<file path="config.mk">
export PLATFORM = sky130hd
export DESIGN_NAME = lector_registros
export DESIGN_NICKNAME = d
export VERILOG_FILES = /design/src/rtl/lector_registros.sv
export SDC_FILE = /design/constraint.sdc
export NUM_CORES = 1
export LEC_CHECK = 0
export ABC_CLOCK_PERIOD_IN_PS = 2800
export BUFFER_PORTS_ARGS = -buffer_cell sky130_fd_sc_hd__buf_2
export CAP_MARGIN = 20
export CORE_ASPECT_RATIO = 2
export CORE_MARGIN = 2
export CORE_UTILIZATION = 40
export CTS_CLUSTER_SIZE = 16
export DETAILED_ROUTE_END_ITERATION = 12
export PLACE_DENSITY = 0.7
export SLEW_MARGIN = 20
export SYNTH_ARGS = -nofsm -noshare
export SYNTH_HDL_FRONTEND = slang
export SYNTH_SLANG_ARGS = --single-unit
</file>
<file path="constraint.sdc">
create_clock -name clk -period 2.8 [get_ports clk]
set_input_delay 0.14 -clock clk [delete_from_list [all_inputs] [get_ports clk]]
set_output_delay 0.14 -clock clk [all_outputs]
set_load 0.05 [all_outputs]
</file>
<file path="src/rtl/lector_registros.sv">
//------------------------------------------------------------------------------
// Module  : lector_registros
// Brief   : Scans a register-file read port from FIRST_REG to LAST_REG and
//           presents each word on a valid/ready handshake.
// Rev     : 1.0 - initial release
//------------------------------------------------------------------------------
`default_nettype none

module lector_registros #(
    parameter logic [3:0] FIRST_REG = 4'd0,
    parameter logic [3:0] LAST_REG  = 4'd15
) (
    input  logic        clk,
    input  logic        rst,
    input  logic        start,
    input  logic        abort,
    output logic [3:0]  addA,
    input  logic [31:0] doA,
    output logic [31:0] dato,
    output logic [3:0]  idx,
    output logic        valid,
    input  logic        ready,
    output logic        busy,
    output logic        done
);

    localparam logic [1:0] IDLE = 2'd0;
    localparam logic [1:0] READ = 2'd1;
    localparam logic [1:0] SEND = 2'd2;
    localparam logic [1:0] DONE = 2'd3;

    logic [1:0]  state_q, state_d;
    logic [3:0]  cnt_q,   cnt_d;
    logic [31:0] dato_q,  dato_d;
    logic [3:0]  idx_q,   idx_d;

    always_comb begin
        state_d = state_q;
        cnt_d   = cnt_q;
        dato_d  = dato_q;
        idx_d   = idx_q;
        case (state_q)
            IDLE: begin
                if (start) begin
                    cnt_d   = FIRST_REG;
                    state_d = READ;
                end
            end
            READ: begin
                if (abort) begin
                    state_d = IDLE;
                end else begin
                    dato_d  = doA;
                    idx_d   = cnt_q;
                    state_d = SEND;
                end
            end
            SEND: begin
                // abort wins over a simultaneous handshake
                if (abort) begin
                    state_d = IDLE;
                end else if (ready) begin
                    if (idx_q == LAST_REG) begin
                        state_d = DONE;
                    end else begin
                        cnt_d   = cnt_q + 4'd1;
                        state_d = READ;
                    end
                end
            end
            default: begin
                state_d = IDLE;
            end
        endcase
    end

    always_ff @(posedge clk or posedge rst) begin
        if (rst) begin
            state_q <= IDLE;
            cnt_q   <= FIRST_REG;
            dato_q  <= 32'd0;
            idx_q   <= 4'd0;
        end else begin
            state_q <= state_d;
            cnt_q   <= cnt_d;
            dato_q  <= dato_d;
            idx_q   <= idx_d;
        end
    end

    assign addA  = cnt_q;
    assign dato  = dato_q;
    assign idx   = idx_q;
    assign valid = (state_q == SEND);
    assign busy  = (state_q == READ) || (state_q == SEND);
    assign done  = (state_q == DONE);

endmodule

`default_nettype wire

</file>
After elaboration in Yosys (flattened, before gate mapping)
Cells that the tools add are included.
{"block": "word_totals", "ff_bits": 42, "latch_bits": 0, "mem_bits_rw": 0, "romBits": 0, "input_bits": 37, "word_cells": 32, "memories": 0}
{"block": "classes", "n_addsub": 1, "n_mul": 0, "n_div": 0, "magnitude_cmp": 0, "eq_ne": 9, "shifts": 0, "muxes": 11, "bitwise": 1, "reduce_logical": 6}
{"cell": "$mux 4", "count": 4}
{"cell": "$mux 2", "count": 5}
{"cell": "$pmux 4 s2", "count": 1}
{"cell": "$ne 2x2->1 const B", "count": 3}
{"cell": "$pmux 2 s3", "count": 1}
{"cell": "$reduce_and 5->1", "count": 1}
{"cell": "$add 4x1->4 const B", "count": 1}
{"cell": "$eq 2x2->1 const B", "count": 2}
{"cell": "$eq 4x4->1 const B", "count": 1}
{"cell": "$reduce_and 2->1", "count": 2}
{"cell": "$ne 3x2->1 const B", "count": 1}
{"cell": "$eq 2x1->1 const B", "count": 1}
{"cell": "$logic_not 2->1", "count": 1}
{"cell": "$ne 2x1->1 const B", "count": 1}
{"cell": "$reduce_bool 2->1", "count": 1}
{"cell": "$logic_or 1x1->1", "count": 1}
{"cell": "$not 1->1", "count": 1}

Longest topological paths before layout
Gate-level depths: netlist of the first run.
{"block": "depth", "ltp_word": 5, "depth_mapped": 7}

Worst setup path before layout of the first run
Ideal clock, no wire load.
{"block": "synth_path", "path_type": "register -> register", "from": "register state_q[0]", "to": "register cnt_q[0], in the netlist addA[0]", "arrival_time_ns": 1.716, "t_required_ns": 2.675, "setup_slack_ns": 0.959, "stages_incl_launch_ff": 6, "synth_period_minus_slack_ns": 1.841, "cell_sequence": "dfrtp_1 -> inv_1 -> ha_1 -> o2111ai_2 -> a21o_1 -> mux2_4"}
{"block": "synth_between", "elab_chain_cells": 3, "elab_cells_between_ends": 9, "cone_classes": "eq/ne (5); mux (1); reduce/logical (3)"}
{"item": "start: declaration", "line": "32", "rtl": "logic [1:0] state_q, state_d;"}
{"item": "start signal: assignment", "line": "84", "rtl": "state_q <= state_d;"}
{"item": "$eq 2x2->1 (*)"}
{"item": "via valid", "line": "21", "rtl": "output logic valid,"}
{"item": "$ne 2x2->1 (no line), or another cell as far along"}
{"item": "$reduce_and 5->1 (no line)"}
{"item": "end signal: assignment", "line": "85", "rtl": "cnt_q <= cnt_d;"}
{"item": "end: declaration", "line": "33", "rtl": "logic [3:0] cnt_q, cnt_d;"}
Mark *: on every way through the listed nets, which the timed path passes. The rest lies on a longest branch.
A chain may end at the register's enable or synchronous reset.

Worst setup path in the final report of the first run
{"block": "layout_path", "from": "register state_q[1]", "to": "register dato_q[10], in the netlist dato[10]"}
{"block": "layout_between", "elab_chain_cells": 2}
{"item": "$eq 2x1->1", "line": "42", "rtl": "case (state_q)"}
{"item": "$reduce_and 2->1 (no line)"}
{"item": "end signal: assignment", "line": "86", "rtl": "dato_q <= dato_d;"}
{"item": "end: declaration", "line": "34", "rtl": "logic [31:0] dato_q, dato_d;"}
No other way between the ends.

==> results.json, run 1 <==
{
  "clkLatencyLatePin_ns": 0.29,
  "hp-class": "in2reg",
  "max_stage_delay_ns": 0.44,
  "clkSinkCount": 42,
  "yosys.cell_types.count": 25,
  "vias_per_cell": 4.84,
  "layout_common_cells": "79 x buf_2, 42 x dfrtp_1, 36 x mux2_2, 7 x ha_1, 6 x clkbuf_8",
  "slowest_stage": "dfrtp_1",
  "cts-resized-gates": 0,
  "path_class": "reg2reg",
  "critPathBufInv": 2,
  "grt_max_degree": 24,
  "drt_wl_total_um": 3670,
  "root_buffer": "clkbuf_8",
  "tritoncts": "yes",
  "h-tree-depth": 2,
  "synth_ff_type": "dfrtp_1",
  "grt.overflow.total": 0,
  "path_clk_slew_ns": 0.08,
  "fin_crit_ns": 1.82,
  "slew-limit-headroom_pct": 49.4,
  "drtIter0Drc": 8,
  "dpl.hpwl_um": 2840,
  "grt_pass1_wl_um": 5680,
  "synth_area_mm2": 0.00180,
  "synth.avg_cell_area_um2": 14.9,
  "yosysSeqAreaShare_pct": 58.5,
  "grtUsageTotal_pct": 15.2,
  "end_kind": "register",
  "place_congestion": 0.701,
  "diodes": 0,
  "fp.coreArea_mm2": 0.00434,
  "dp_cells": 252,
  "ant_nets": 0,
  "io_pins": 80,
  "synth_edf_count": 0,
  "cp-start-kind": "register",
  "outcome": "finished clean",
  "grt_pass1_vias": 1257,
  "setup_viol": 0,
  "rsz0062_at_grt": "no",
  "numCtsBuffers": 5,
  "syn2layout_area_growth_pct": 30.9,
  "instances_no_fill": 261,
  "via_count": 1262,
  "worstMarginPinSlew_ns": 0.755,
  "antenna_found_initial": 0,
  "drive_above_1_share_pct": 62.8,
  "clock_path_buffers": 2,
  "die_h_um": 98.8,
  "firstDrtPassIters": 4,
  "wire_per_inst_um": 14.0,
  "die_area_mm2": 0.00508,
  "finalHoldViolations": 0,
  "netlist_instances": 121,
  "final_common_cell": "buf_2",
  "cap_violations": 0,
  "initial_core_util_pct": 41.4,
  "nets": 250,
  "fin_tns_setup_ns": 0,
  "fp.dieW_um": 51.4,
  "ys_ff_latch": 42,
  "cp.arrival_ns": 2.00,
  "cp_max_fo": 23,
  "drc": 0,
  "numPortBuffers": 79,
  "timing.final.ws_setup_ns": 0.978,
  "max_freq_mhz": 549,
  "path_cells": "inv_1 -> ha_1 -> nor2b_4 -> buf_12 -> mux2_2",
  "drv_slew": 0,
  "cp_top_family": "flip-flops",
  "crit_required_ns": 2.98,
  "dp_slack_ns": 0.977,
  "synth_warnings": 0,
  "rows": 34,
  "synthesis.nets": 165,
  "synth-async-reset-ratio_pct": 100,
  "fin_skew_ns": 0.00348,
  "finalCritPeriodShare_pct": 65.1
}
==> stage by stage <==
| step | utilization, % | area, um^2 | hold WS (ns) |
|---|---|---|---|
| global route | 54.2 | 2350 | 0.0671 |
| floorplan | - | 1800 | 0.292 |
| global placement | 51.8 | 2250 | 0.210 |
| finish | 54.2 | 2350 | 0.0732 |
| CTS | 54.2 | 2350 | 0.0603 |
| detailed placement | 51.8 | 2250 | 0.215 |
==> synthesized netlist by cell type, types with 2 or more instances <==
cell	count	share of area, %
o31ai_1	2	0.83
nand2b_1	2	0.70
inv_1	4	0.83
o21ai_0	2	0.56
buf_6	4	2.5
nand2_1	4	0.83
mux2_2	36	23
ha_1	7	4.9
dfrtp_1	42	58
nand4_1	2	0.70
a21oi_1	2	0.56
==> layer usage <==
metal	global-route usage, %	vias up	wire length [um]
met4	8.10	0	78
met2	28.0	43	2120
met3	3.03	6	182
li1	-	595	-
met1	15.0	618	1280
met5	0	-	0
==> path summary, 6_finish.rpt <==
path | from | end | slack [ns] | cells past startpoint
max reg2reg | state_q[1] | dato[10] | 0.98 | 5
max | state_q[1] | dato[10] | 0.98 | 5
min reg2reg | dato[14] | dato[14] | 0.50 | 1
min in group asynchronous | rst | addA[1] | 0.43 | 3
min | doA[7] | dato[7] | 0.07 | 2
max in group asynchronous | rst | dato[14] | 1.69 | 4
==> registers in the layout, indices dropped and copies added, names as in the netlist <==
| signal | count |
|---|---|
| dato | 32 |
| idx | 4 |
| addA | 4 |
| state_q | 2 |
==> timing repair <==
item	4_1_cts	5_1_grt
buffers inserted	0	0
hold buffers	1	0
hold endpoints to repair	21	0
==> area by class of cell <==
class,count,area (um^2)
clock buffer,6,82.6
clock inverter,2,12.5
tap,54,67.6
fill,424,1990
timing repair buffer,82,433
inverter,4,15.0
sequential,42,1050
multi-input combinational,71,692
==> cell families (layout without fill, tap and decap cells) <==
kind of cell | after synthesis | count (layout) | share of synthesized area, %
flops | 42 | 42 | 58.5
simple gates | 16 | 16 | 5.22
buf+inv | 8 | 94 | 3.34
compound gates | 11 | 11 | 4.73
mux | 37 | 37 | 23.4
fa+ha+maj | 7 | 7 | 4.87
Power of run 1 is not shown: default switching activity piles up to over one toggle a cycle in this logic, so the estimate is an artifact.
==> inputs of run 2 (changes only) <==
ABC_CLOCK_PERIOD_IN_PS = 1650   (was 2800)
PLACE_DENSITY = 0.72   (was 0.7)
clock period = 1.65 ns   (was 2.8 ns; I/O delays follow)
==> run 2 against run 1 <==
Against the previous run:
- register-to-register slack got worse by 0.87 ns
- critical path depth up 1
- core utilization rose by 1.8 points
- cell count increased by 1.5%
- maximum frequency grew 18%
- die area unchanged
- non-clock buffer count up 4
- critical path type unchanged
- highest routed layer unchanged
==> results.json, run 2 (same netlist as run 1, synthesis figures left out) <==
{
  "numPortBuffers": 79,
  "fp.coreArea_mm2": 0.00434,
  "syn2layout_area_growth_pct": 35.4,
  "place_congestion": 0.807,
  "final_common_cell": "buf_2",
  "antenna_found_initial": 0,
  "grt_pass1_wl_um": 5720,
  "drtIter0Drc": 9,
  "grt.overflow.total": 0,
  "clkLatencyLatePin_ns": 0.28,
  "finalHoldViolations": 0,
  "vias_per_cell": 4.94,
  "timing.rr.start": "state_q[1]",
  "io_pins": 80,
  "die_h_um": 98.8,
  "worstMarginPinSlew_ns": 0.454,
  "cp.arrival_ns": 1.71,
  "dpl.hpwl_um": 2750,
  "utilization_pct": 56.1,
  "grt_max_degree": 31,
  "die_area_mm2": 0.00508,
  "end_kind": "register",
  "drive_above_1_share_pct": 63.5,
  "diodes": 0,
  "fin_skew_ns": 0.00407,
  "numCtsBuffers": 5,
  "hold_start": "doA[30]",
  "firstDrtPassIters": 4,
  "root_buffer": "clkbuf_8",
  "rsz0062_at_grt": "no",
  "initial_core_util_pct": 41.4,
  "drt_wl_total_um": 3580,
  "clkSinkCount": 42,
  "rows": 34,
  "tritoncts": "yes",
  "h-tree-depth": 2,
  "fin_tns_setup_ns": 0,
  "clock_path_buffers": 2,
  "fin_crit_ns": 1.54,
  "outcome": "finished clean",
  "setup_viol": 0,
  "drc": 0,
  "ant_nets": 0,
  "finalCritPeriodShare_pct": 93.2,
  "slew-limit-headroom_pct": 69.4,
  "grt_pass1_vias": 1277,
  "via_count": 1308,
  "cp-start-kind": "register",
  "crit_path_start": "state_q[1]",
  "instances_no_fill": 265,
  "post-cts-setup-buffers": 0,
  "layout_common_cells": "79 x buf_2, 42 x dfrtp_1, 36 x mux2_2, 5 x ha_1, 5 x clkbuf_8",
  "crit_required_ns": 1.83,
  "drv_slew": 0,
  "nets": 254,
  "dp_cells": 256,
  "largest_reg_flops": 32,
  "hp-class": "in2reg",
  "cap_violations": 0,
  "timing.hold.ws_ns": 0.0230,
  "grtUsageTotal_pct": 15.1,
  "cp_max_fo": 6,
  "fp.dieW_um": 51.4,
  "wire_per_inst_um": 13.5,
  "path_clk_slew_ns": 0.08,
  "path_class": "reg2reg",
  "max_freq_mhz": 650,
  "fillCellCount": 393
}
-- run 2: final timing paths --
check / cells past startpoint / to / slack (ns)
worst min-delay path: 2 / dato[30] / 0.02
worst max register to register: 6 / addA[0] / 0.11
worst min register to register: 1 / dato[20] / 0.50
worst max-delay path: 6 / addA[0] / 0.11
min in group asynchronous: 4 / dato[9] / 0.45
max in group asynchronous: 5 / dato[13] / 0.70
-- run 2: worst max-delay path, cell delays in order, from the launching register on --
cell       delay (ns)
dfrtp_1          0.43
inv_1            0.09
ha_2             0.21
nand2b_2         0.10
o2111ai_4        0.16
a21o_1           0.20
mux2_4           0.25
-- run 2: final cells by class --
type | instances | area (um^2) | area share, %
inverter | 4 | 15.0 | 0.617
clock inverter | 1 | 30.0 | 1.23
timing repair buffer | 86 | 475 | 19.5
multi-input combinational | 71 | 718 | 29.5
sequential | 42 | 1050 | 43.2
clock buffer | 7 | 76.3 | 3.14
tap | 54 | 67.6 | 2.78
-- run 2: routing by layer --
| metal | global-route usage [%] | vias to the layer above | share of wire [%] | wire length, um |
|---|---|---|---|---|
| met4 | 8.50 | 0 | 3.4 | 122 |
| met5 | 0 | - | 0 | 0 |
| li1 | - | 607 | - | - |
| met1 | 14.7 | 649 | 34 | 1230 |
| met3 | 3.33 | 10 | 5.8 | 209 |
| met2 | 27.6 | 42 | 56 | 2010 |
-- run 2: per-stage QoR --
step	setup slack [ns]	instance area [um^2]
3_3_place_gp	0.0895	2300
5_1_grt	0.0415	2430
3_5_place_dp	0.0456	2300
6_report	0.112	2430
2_1_floorplan	0.0992	1810
4_1_cts	0.0326	2420
-- run 2: repair_timing --
item	4_1_cts	5_1_grt
setup endpoints to repair	0	2
gates resized for setup	0	2
endpoints found under the hold margin	29	0
hold buffers	1	0
Power of run 2 is left out for the same reason.
==> inputs of run 3 (changes only) <==
==> constraint.sdc (replaced) <==
create_clock -name clk -period 1.65 [get_ports clk]
set_input_delay 0.2475 -clock clk [delete_from_list [all_inputs] [get_ports clk]]
set_output_delay 0.2475 -clock clk [all_outputs]
set_load 0.05 [all_outputs]
==> run 3 against run 2 <==
Against the previous run:
- flip-flop and latch count stayed put
- cell count is 0.38% higher
- critical path depth is 3 lower
- die area stayed put
- hold slack better by 0.16 ns
- routed wire length is 3.3% higher
- non-clock buffer count is 1 higher
- critical endpoint is now busy
==> results.json, run 3 (same netlist as run 1, synthesis figures left out) <==
{
  "outcome": "finished clean",
  "hp-class": "in2reg",
  "antenna_found_initial": 0,
  "grt.overflow.total": 0,
  "nets": 255,
  "grt_pass1_vias": 1309,
  "fin_skew_ns": 0.00888,
  "io_pins": 80,
  "end_kind": "output pin",
  "fp.dieW_um": 51.4,
  "h-tree-depth": 2,
  "layout_common_cells": "78 x buf_2, 42 x dfrtp_1, 36 x mux2_2, 6 x clkbuf_8, 5 x ha_1",
  "drv_slew": 0,
  "rsz0062_at_grt": "yes",
  "path_cells": "inv_1 -> ha_2 -> clkbuf_4",
  "drive_above_1_share_pct": 64.6,
  "drc": 0,
  "cp_max_fo": 3,
  "die_h_um": 98.8,
  "dpl.hpwl_um": 2850,
  "grt_max_degree": 23,
  "cp-start-kind": "register",
  "tritoncts": "yes",
  "slowest_stage": "dfrtp_1",
  "via_count": 1285,
  "dp_cells": 256,
  "timing.hold.ws_ns": 0.186,
  "vias_per_cell": 4.83,
  "diodes": 0,
  "clkSinkCount": 42,
  "cp.arrival_ns": 1.39,
  "cap_violations": 0,
  "worstMarginPinSlew_ns": 0.451,
  "instances_no_fill": 266,
  "firstDrtPassIters": 4,
  "crit_required_ns": 1.40,
  "fillCellCount": 405,
  "grt_pass1_wl_um": 6000,
  "slew-limit-headroom_pct": 69.9,
  "numPortBuffers": 79,
  "drt_wl_total_um": 3690,
  "rows": 34,
  "fin_crit_ns": 1.63,
  "clock_path_buffers": 2,
  "path_clk_slew_ns": 0.08,
  "final_common_cell": "buf_2",
  "max_freq_mhz": 612,
  "drtIter0Drc": 12,
  "setup_viol": 0,
  "largest_reg_flops": 32,
  "syn2layout_area_growth_pct": 36.0,
  "finalCritPeriodShare_pct": 99.0,
  "numCtsBuffers": 5,
  "path_class": "reg2out",
  "initial_core_util_pct": 41.4,
  "rrSetupSlack_ns": 0.02,
  "root_buffer": "clkbuf_8",
  "grtUsageTotal_pct": 15.9,
  "utilization_pct": 56.4,
  "fp.coreArea_mm2": 0.00434,
  "max_stage_delay_ns": 0.41,
  "die_area_mm2": 0.00508,
  "ant_nets": 0,
  "clkLatencyLatePin_ns": 0.29,
  "wire_per_inst_um": 13.9,
  "finalHoldViolations": 0,
  "place_congestion": 0.774,
  "fin_tns_setup_ns": 0
}
## run 3: repair_timing
item                       4_1_cts  5_1_grt
buffers inserted                 0        1
setup endpoints to repair        0        4
hold endpoints to repair         9        0
hold buffers                     1        0
resized for setup                0        5
## run 3: area by class of cell
type	instances	area [um^2]	share of cell area [%]
clock buffers	7	86.3	3.53
clock inverters	1	5.00	0.205
inverters	4	15.0	0.614
multi-input cells	71	723	29.6
flip-flops and latches	42	1050	43.0
well taps	54	67.6	2.76
repair buffers	87	498	20.4
## run 3: final timing paths
check / startpoint / end / depth (start not counted)
worst max-delay path: state_q[0] / busy / 3
worst min-delay path: doA[29] / dato[29] / 2
worst max register to register: state_q[0] / addA[0] / 6
worst min register to register: dato[20] / dato[20] / 1
max in group asynchronous: rst / dato[1] / 4
min in group asynchronous: rst / dato[14] / 3
## run 3: per-layer routing
metal | GRT usage, % | part of all wire (%) | vias to the layer above | wire length (um)
met1 | 17.5 | 37 | 637 | 1370
met2 | 27.4 | 58 | 35 | 2130
met5 | 0 | 0 | - | 0
met4 | 8.30 | 0.84 | 0 | 31
li1 | - | - | 611 | -
met3 | 3.79 | 4.3 | 2 | 159
## run 3: worst max-delay path: cells and delay by family (launching register included)
kind	cells	cell delay [ns]
buffers and inverters	2	0.38
DFF	1	0.41
adders and majority gates	1	0.31
## run 3: metrics by stage
stage | cell area [um^2] | worst slack, ns
2_1_floorplan | 1810 | 0.0992
3_3_place_gp | 2320 | 0.0652
3_5_place_dp | 2320 | 0.0227
4_1_cts | 2420 | 0.0139
5_1_grt | 2450 | -0.0289
6_report | 2450 | 0.0159
Power of run 3 is left out for the same reason.
